[src/rtl/fp16_pkg.sv]
// fp16_pkg: shared FP16 field widths, flag indices and FIFO entry types used
// by the adder result FIFO and its classifier.
package fp16_pkg;

  localparam int EXP_W = 5;
  localparam int MAN_W = 10;
  localparam int FP_W  = 16;
  localparam int FLG_W = 4;

  localparam logic [EXP_W-1:0] EXP_MAX = 5'd31;

  // Bit positions inside the 4-bit flag vector {nan,inf,sub,zero}
  localparam int FLG_ZERO = 0;
  localparam int FLG_SUB  = 1;
  localparam int FLG_INF  = 2;
  localparam int FLG_NAN  = 3;

  typedef logic [FLG_W-1:0] fp16_flags_t;

  // Value class of one FP16 result
  typedef enum logic [2:0] {
    FPC_NORMAL = 3'd0,
    FPC_ZERO   = 3'd1,
    FPC_SUB    = 3'd2,
    FPC_INF    = 3'd3,
    FPC_NAN    = 3'd4
  } fp16_class_t;

  // One FIFO slot: flags travel alongside the packed word
  typedef struct packed {
    fp16_flags_t       flags;
    logic [FP_W-1:0]   word;
  } fifo_entry_t;

  // Pack sign/exponent/mantissa into the IEEE half-precision layout
  function automatic logic [FP_W-1:0] fp16_pack(
    input logic             s,
    input logic [EXP_W-1:0] e,
    input logic [MAN_W-1:0] m
  );
    return {s, e, m};
  endfunction

endpackage

[src/rtl/fp16_classify.sv]
// fp16_classify: combinational packer/classifier for one adder result.
// With FP16_FTZ_EN defined, subnormals are flushed to a signed zero and
// reported with the zero flag; otherwise they pass through with the sub flag.
module fp16_classify
  import fp16_pkg::*;
(
  input  logic             s,
  input  logic [EXP_W-1:0] e,
  input  logic [MAN_W-1:0] m,
  output logic [FP_W-1:0]  word,
  output fp16_flags_t      flags
);

  fp16_class_t cls;

  // Decode the exponent/mantissa pair into a value class
  always_comb begin
    cls = FPC_NORMAL;
    if (e == EXP_MAX) begin
      if (m != {MAN_W{1'b0}}) begin
        cls = FPC_NAN;
      end else begin
        cls = FPC_INF;
      end
    end else if (e == {EXP_W{1'b0}}) begin
      if (m != {MAN_W{1'b0}}) begin
        cls = FPC_SUB;
      end else begin
        cls = FPC_ZERO;
      end
    end else begin
      cls = FPC_NORMAL;
    end
  end

  // Produce the stored word and its one-hot (or empty) flag vector
  always_comb begin
    word  = fp16_pack(s, e, m);
    flags = {FLG_W{1'b0}};
    case (cls)
      FPC_ZERO: flags[FLG_ZERO] = 1'b1;
      FPC_SUB: begin
`ifdef FP16_FTZ_EN
        word            = {s, {(FP_W-1){1'b0}}};
        flags[FLG_ZERO] = 1'b1;
`else
        flags[FLG_SUB] = 1'b1;
`endif
      end
      FPC_INF:    flags[FLG_INF] = 1'b1;
      FPC_NAN:    flags[FLG_NAN] = 1'b1;
      FPC_NORMAL: flags = {FLG_W{1'b0}};
      default:    flags = {FLG_W{1'b0}};
    endcase
  end

endmodule

[src/rtl/fp16_add_result_fifo.sv]
// fp16_add_result_fifo: result collector behind a fixed-latency FP16 adder.
// A shift register marks which adder output cycles carry real results; those
// results are classified, stored in a small FIFO and drained by a valid/ready
// consumer. Credits (issue_ready) keep stored + in-flight results <= DEPTH.
// Optional build macro: FP16_FTZ_EN (flush subnormals to signed zero).
module fp16_add_result_fifo
  import fp16_pkg::*;
#(
  parameter int LATENCY = 4,
  parameter int DEPTH   = 4
) (
  input  logic                         clk,
  input  logic                         rst,
  input  logic                         issue,
  output logic                         issue_ready,
  input  logic                         res_s,
  input  logic [EXP_W-1:0]             res_e,
  input  logic [MAN_W-1:0]             res_m,
  output logic                         out_valid,
  input  logic                         out_ready,
  output logic [FP_W-1:0]              out_data,
  output fp16_flags_t                  out_flags,
  output logic [$clog2(DEPTH+1)-1:0]   count,
  output logic                         drop_err
);

  localparam int CNT_W = $clog2(DEPTH + 1);
  localparam int PTR_W = $clog2(DEPTH);
  localparam int IF_W  = $clog2(LATENCY + 1);
  localparam int SUM_W = ((CNT_W > IF_W) ? CNT_W : IF_W) + 1;

  logic [LATENCY-1:0] vpipe;
  logic [IF_W-1:0]    inflight;
  logic [PTR_W-1:0]   wr_ptr;
  logic [PTR_W-1:0]   rd_ptr;
  fifo_entry_t        mem [DEPTH];

  logic               arrive;
  logic               full;
  logic               pop;
  logic               push;
  logic               drop;
  logic [FP_W-1:0]    cls_word;
  fp16_flags_t        cls_flags;
  fifo_entry_t        new_entry;
  logic [CNT_W-1:0]   count_nxt;
  logic [PTR_W-1:0]   rd_nxt;
  fifo_entry_t        head_nxt;

  fp16_classify u_classify (
    .s     (res_s),
    .e     (res_e),
    .m     (res_m),
    .word  (cls_word),
    .flags (cls_flags)
  );

  assign arrive    = vpipe[LATENCY-1];
  assign full      = (count == CNT_W'(DEPTH));
  assign pop       = out_valid && out_ready;
  // A full FIFO still accepts a result when the head leaves on the same edge
  assign push      = arrive && (!full || pop);
  assign drop      = arrive && full && !pop;
  assign new_entry = '{flags: cls_flags, word: cls_word};

  // Credit check: stored plus in-flight results must stay below DEPTH to issue
  assign issue_ready = (SUM_W'(count) + SUM_W'(inflight)) < SUM_W'(DEPTH);

  // Next occupancy, read pointer and head entry after this edge's push/pop
  always_comb begin
    count_nxt = count;
    if (push && !pop) begin
      count_nxt = count + CNT_W'(1);
    end else if (pop && !push) begin
      count_nxt = count - CNT_W'(1);
    end else begin
      count_nxt = count;
    end

    rd_nxt = rd_ptr;
    if (pop) begin
      rd_nxt = rd_ptr + PTR_W'(1);
    end else begin
      rd_nxt = rd_ptr;
    end

    // The slot being written becomes the head only when the FIFO drains to it
    head_nxt = mem[rd_nxt];
    if (push && (wr_ptr == rd_nxt)) begin
      head_nxt = new_entry;
    end else begin
      head_nxt = mem[rd_nxt];
    end
  end

  // Valid tracking, credits, pointers, registered head outputs and drop flag
  always_ff @(posedge clk) begin
    if (rst) begin
      vpipe     <= {LATENCY{1'b0}};
      inflight  <= {IF_W{1'b0}};
      wr_ptr    <= {PTR_W{1'b0}};
      rd_ptr    <= {PTR_W{1'b0}};
      count     <= {CNT_W{1'b0}};
      out_valid <= 1'b0;
      out_data  <= {FP_W{1'b0}};
      out_flags <= {FLG_W{1'b0}};
      drop_err  <= 1'b0;
    end else begin
      vpipe <= {vpipe[LATENCY-2:0], issue};

      case ({issue, arrive})
        2'b10:   inflight <= inflight + IF_W'(1);
        2'b01:   inflight <= inflight - IF_W'(1);
        default: inflight <= inflight;
      endcase

      if (push) begin
        wr_ptr <= wr_ptr + PTR_W'(1);
      end
      rd_ptr <= rd_nxt;
      count  <= count_nxt;

      out_valid <= (count_nxt != {CNT_W{1'b0}});
      // When the FIFO empties the last head value stays on out_data/out_flags
      if (count_nxt != {CNT_W{1'b0}}) begin
        out_data  <= head_nxt.word;
        out_flags <= head_nxt.flags;
      end

      if (drop) begin
        drop_err <= 1'b1;
      end
    end
  end

  // FIFO storage; contents are qualified by the pointers so need no reset
  always_ff @(posedge clk) begin
    if (!rst && push) begin
      mem[wr_ptr] <= new_entry;
    end
  end

endmodule
[config.mk]
export PLATFORM = sky130hd
export DESIGN_NAME = fp16_add_result_fifo
export DESIGN_NICKNAME = d
export VERILOG_FILES = /design/src/rtl/fp16_pkg.sv /design/src/rtl/fp16_classify.sv /design/src/rtl/fp16_add_result_fifo.sv
export SDC_FILE = /design/constraint.sdc
export NUM_CORES = 1
export LEC_CHECK = 0
export ABC_AREA = 1
export CORE_MARGIN = 1.5
export CORE_UTILIZATION = 52
export DETAILED_ROUTE_END_ITERATION = 10
export MAX_ROUTING_LAYER = met4
export PLACE_DENSITY_LB_ADDON = 0.2
export SLEW_MARGIN = 20
export SYNTH_ARGS = -nofsm -noshare
export SYNTH_HDL_FRONTEND = slang
export SYNTH_SLANG_ARGS = --single-unit
[constraint.sdc]
create_clock -name clk -period 2.1 [get_ports clk]
set_input_delay 0.21 -clock clk [delete_from_list [all_inputs] [get_ports clk]]
set_output_delay 0.21 -clock clk [all_outputs]
set_load 0.05 [all_outputs]
* Word level (Yosys, flattened, before mapping) *
Memory sizes are Yosys's and may differ from the RTL's. A register that Yosys moved wholly into a read port is not among the register bits.
Index checks and enable logic that the tools add are counted.

operators by class
  add/subtract/negate cells = 7
  order comparisons = 1
  equality and inequality tests = 8
  mux-type cells = 14
  reduce and logical (&&, ||, !) cells = 16

operators by type and width
  cell                                                  number
  2-to-1 mux 3 bit                                      4
  nonzero test 10 bit                                   1
  logical AND 1 bit                                     7
  adder 3 x 1 -> 3 bit (second input constant)          2
  equality test 3 x 2 -> 1 bit (second input constant)  2
  equality test 3 bit (second input constant)           2
  2-to-1 mux 1 bit                                      6
  2-to-1 mux 2 bit                                      3
  one-hot mux 3 bit (2 select lines)                    1
  subtractor 3 x 1 -> 3 bit (second input constant)     2
  equality test 5 bit (second input constant)           1
  logical NOT 5 bit                                     1
  adder 2 x 1 -> 2 bit (second input constant)          2
  adder 3 x 3 -> 4 bit                                  1
  logical NOT 1 bit                                     4
  < comparator 4 x 3 -> 1 bit (second input constant)   1
  equality test 3 x 1 -> 1 bit (second input constant)  1
  nonzero test 3 bit                                    1
  equality test 2 x 1 -> 1 bit (second input constant)  1
  equality test 2 bit (second input constant)           1
  nonzero test 2 bit                                    1
  logical OR 1 bit                                      1

storage, ports and cells
  register bits after elaboration = 16
  bits in writable memories = 80
  input port bits = 20
  logic and storage cells = 54
  memories kept = 1

memory list
  name  depth  bits a word  rd ports  clocked after Yosys merged registers in  write ports  line                        source
  mem   4      20           1         1                                        1            fp16_add_result_fifo.sv:36  fifo_entry_t mem [DEPTH];

* Depth between registers and ports, before layout *
  depth in word-level cells = 9
  mapped depth = 13
  depth with buffers taken out = 12

* Modules after synthesis *
From an unflattened synthesis, not the netlist that was laid out.

second synthesis, totals
  cell total of the unflattened synthesis = 640
  area total of the unflattened synthesis = 5607.9 sq um

modules (own cells, without submodules)
  module                instances  cells an instance  area each (sq um)  sequential area each (sq um)
  fp16_add_result_fifo  1          601                5396.4             3123.0
  fp16_classify         1          39                 211.5              0.0

* Worst setup path before layout *
No wires, ideal clock.

  kind = register to output
  start point = register count[2]
  end point = output issue_ready
  arrival = 2607 ps
  slack = -717 ps
  cell stages (with the launch flop) = 3
  cell sequence = dfxtp_1 -> ha_1 -> nor4_1

on the way
  longest elaborated chain between the ends = 2

RTL lines
  element                      line                         source
  start: declaration           fp16_add_result_fifo.sv:23   output logic [$clog2(DEPTH+1)-1:0] count,
  start signal: assignment     fp16_add_result_fifo.sv:103  count <= {CNT_W{1'b0}};
  start signal: assignment     fp16_add_result_fifo.sv:121  count <= count_nxt;
  adder 3 x 3 -> 4 bit         fp16_add_result_fifo.sv:67   assign issue_ready = (SUM_W'(count) + SUM_W'(inflight)) < SUM_W'(DEPTH);
  < comparator 4 x 3 -> 1 bit  fp16_add_result_fifo.sv:67
  end: declaration             fp16_add_result_fifo.sv:15   output logic issue_ready,

Every way passes these cells.

* Worst setup path after layout *
Ends and elaborated chain as after synthesis.

==> reports/metrics.cfg <==
[drt]
drt-initial-drc-count = 415
drc = 0
vias = 4344
wl_per_cell_um = 14.8
drt_pass1_iterations = 6
wirelength_um = 12300
viasPerCell = 5.20
antenna_left = 0

[job]
maxCapViolations = 0

[final_layout]
antenna_cells = 0
layout.cells.non_filler = 835
final_common_cell = nand2_1
regArea_um2 = 3130
mostFrequentLayoutCells = nand2_1 (191), nand3_1 (89), edfxtp_1 (80)
multi_input_area_um2 = 1930
fin_nets = 718
syn_to_final_growth_pct = 26.8
drive_gt1_share_pct = 10.7
fill_cells = 786

[critical_path]
crit_path_cell_trace = ha_1 -> nor4_4 -> buf_12
max_stage_delay_ns = 0.36
critical_path_class = flop to primary output
rr_worst_depth = 13
end_kind = primary output
critPathLaunchType = flop
worstSetupStartpoint = count[2]$_SDFF_PP0_
cp.required_ns = 1.89
crit_slowest_cell = dfxtp_2
critPathMaxFanout = 8
reg2reg_from = count[0]$_SDFF_PP0_
r2r_setup_slack_ns = 0.28
cp.arrival_ns = 1.73
rr_endpoint = out_flags[1]$_SDFFE_PP0P_
cp-endpoint = issue_ready

[placed_design]
hpwl_um = 8020
dp_cells = 804
port_buffers = 45
gp_congestion = 0.921

[sta]
worst_pin_slew_ns = 0.517
min_period_over_period_pct = 92.6
hold_ws_ns = 0.250
tns_ns = 0
fmax_mhz = 514
clock-skew-final_ns = 0.00752
setup_violations = 0
min_period_ns = 1.94
slew_headroom_pct = 65.4
hold_viol = 0
rsz0062_at_grt = no
maxSlewViolCount = 0

[clock_network]
clk_latency_ns = 0.52
cts-buffers-inserted = 17
clockBufferDepth = 2
cts_hold_buffers = 0
cts_setup_buffers = 0
htreeDepth = 4
cts-root-buf = clkbuf_8
cts_tree = done
clk_pin_slew_ns = 0.05
ctsResizeCount = 1
cts.sinks = 116

[die]
fp.dieW_um = 105
die_h_um = 105
fp.dieArea_um2 = 11100
rows = 37
placeableCoreArea_um2 = 10200
initial_utilization_pct = 53.0
io_pins = 46

[yosys]
synth_warnings = 0
netlist_area_um2 = 5420
ys_seq_elements = 116
synth_seq_area_share_pct = 57.6
synthXorXnorAreaFrac_pct = 0.323
yosysUniqueCellTypes = 24
synthTopCellsByArea = edfxtp_1 (44%), dfxtp_1 (13%), nand2_1 (13%), nand3_1 (8.3%), nor2_1 (5.0%)
synth_compound_area_share_pct = 1.48
synth_fa_ha_area_share_pct = 2.68
synthSimpleGateAreaFrac_pct = 30.1
netlist.area_leader.share_pct = 44.3
synth_top_family_by_area = simple AND/OR/NAND/NOR gates
synthMuxAreaShare_pct = 0
syn_avg_cell_area_um2 = 8.68
synth_cells = 625
synth_top_area_cell = edfxtp_1
synth.net_count = 656

[power_and_ir_drop]
ir_drop_v = 0.000680
p_per_area_nw_per_um2 = 1260
p_leak_nw = 3.01
power_mw = 8.67

[hold_path]
hold_path.class = input pin to flop

[global_route]
grt_overflow_total = 0
met2_usage_pct = 35.9
antenna_found_initial = 0
grt.met1_usage_pct = 33.5
busiest_layer = met2
grt_pass1_wl_um = 20300
track_usage_pct = 24.8
grtUsageMet3_pct = 6.99
grt_pass1_vias = 4040
grt_start_max_net_pins = 42

[outcome]
status = finished, final reports clean

[sequential cells by signal (all words and copies together) (netlist names)]
| name | count |
|---|---|
| count | 3 |
| drop_err | 1 |
| inflight | 3 |
| mem | 80 |
| out_data | 16 |
| out_flags | 4 |
| out_valid | 1 |
| rd_ptr | 2 |
| vpipe | 4 |
| wr_ptr | 2 |
[stage by stage]
| step | utilization [%] | area [um2] | setup slack, ns |
|---|---|---|---|
| floorplan | - | 5480 | 0.0622 |
| global placement | 61.3 | 6270 | 0.147 |
| detailed placement | 61.3 | 6270 | 0.0584 |
| CTS | 67.2 | 6870 | 0.0319 |
| global route | 67.2 | 6880 | 0.0790 |
| finish | 67.2 | 6880 | 0.156 |
[metal layers]
metal / vias up / routed length, um
li1: 2140 / -
met1: 2003 / 5500
met2: 185 / 5730
met3: 16 / 957
met4: 0 / 155
met5: - / 0
[cells in the mapped netlist]
cell      instances
clkbuf_1          7
fa_1              1
inv_2             3
nand3b_1         21
buf_1             3
ha_1             10
inv_1            68
buf_4             6
a31oi_1           1
nor4_1            1
o21ai_0           6
nand3_1          90
a21oi_1           7
nor2_1           72
nand2_1         191
xor2_1            1
nand3_2           2
nand4_1           1
xnor2_1           1
edfxtp_1         80
dfxtp_1          36
buf_2            15
nand2_2           1
a21oi_2           1
[layout make-up]
| cell class | instances | share of cell area (%) |
|---|---|---|
| flip-flops and latches | 116 | 45.5 |
| multi-input cells | 407 | 28.0 |
| repair buffers | 74 | 11.3 |
| clock buffers | 18 | 6.08 |
| inverters | 71 | 3.88 |
| clock inverters | 13 | 2.75 |
| well taps | 136 | 2.47 |
[kinds of logic after synthesis]
logic type,Yosys count
adders and majority gates,11
buffers and inverters,102
AOI/OAI and AO/OA,15
xor gates and xnor gates,2
DFF,116
and+or+nand+nor,379
[critical path, delay by kind of cell, from the launching register on]
family,cells,cell delay (ns)
flops,1,0.36
fa+ha+maj,1,0.35
simple gates,1,0.33
buf+inv,1,0.18
[how the worst min path moves through the flow]
stage | start | to | slack [ns] | cells after the start
2_1_floorplan | rst | vpipe[3]$_SDFF_PP0_ | 0.28 | 1
3_3_place_gp | vpipe[0]$_SDFF_PP0_ | vpipe[1]$_SDFF_PP0_ | 0.40 | 2
3_5_place_dp | vpipe[1]$_SDFF_PP0_ | vpipe[2]$_SDFF_PP0_ | 0.40 | 2
4_1_cts | issue | vpipe[0]$_SDFF_PP0_ | 0.24 | 3
5_1_grt | issue | vpipe[0]$_SDFF_PP0_ | 0.25 | 3
6_report | issue | vpipe[0]$_SDFF_PP0_ | 0.25 | 3
[where the power goes]
part,internal [mW],leakage (nW),switching (mW)
clock,2.01,0.305,0.949
sequential,2.63,1.02,0.127
combinational,1.02,1.69,1.93
Note: power is estimated with default switching activity, not from simulation.
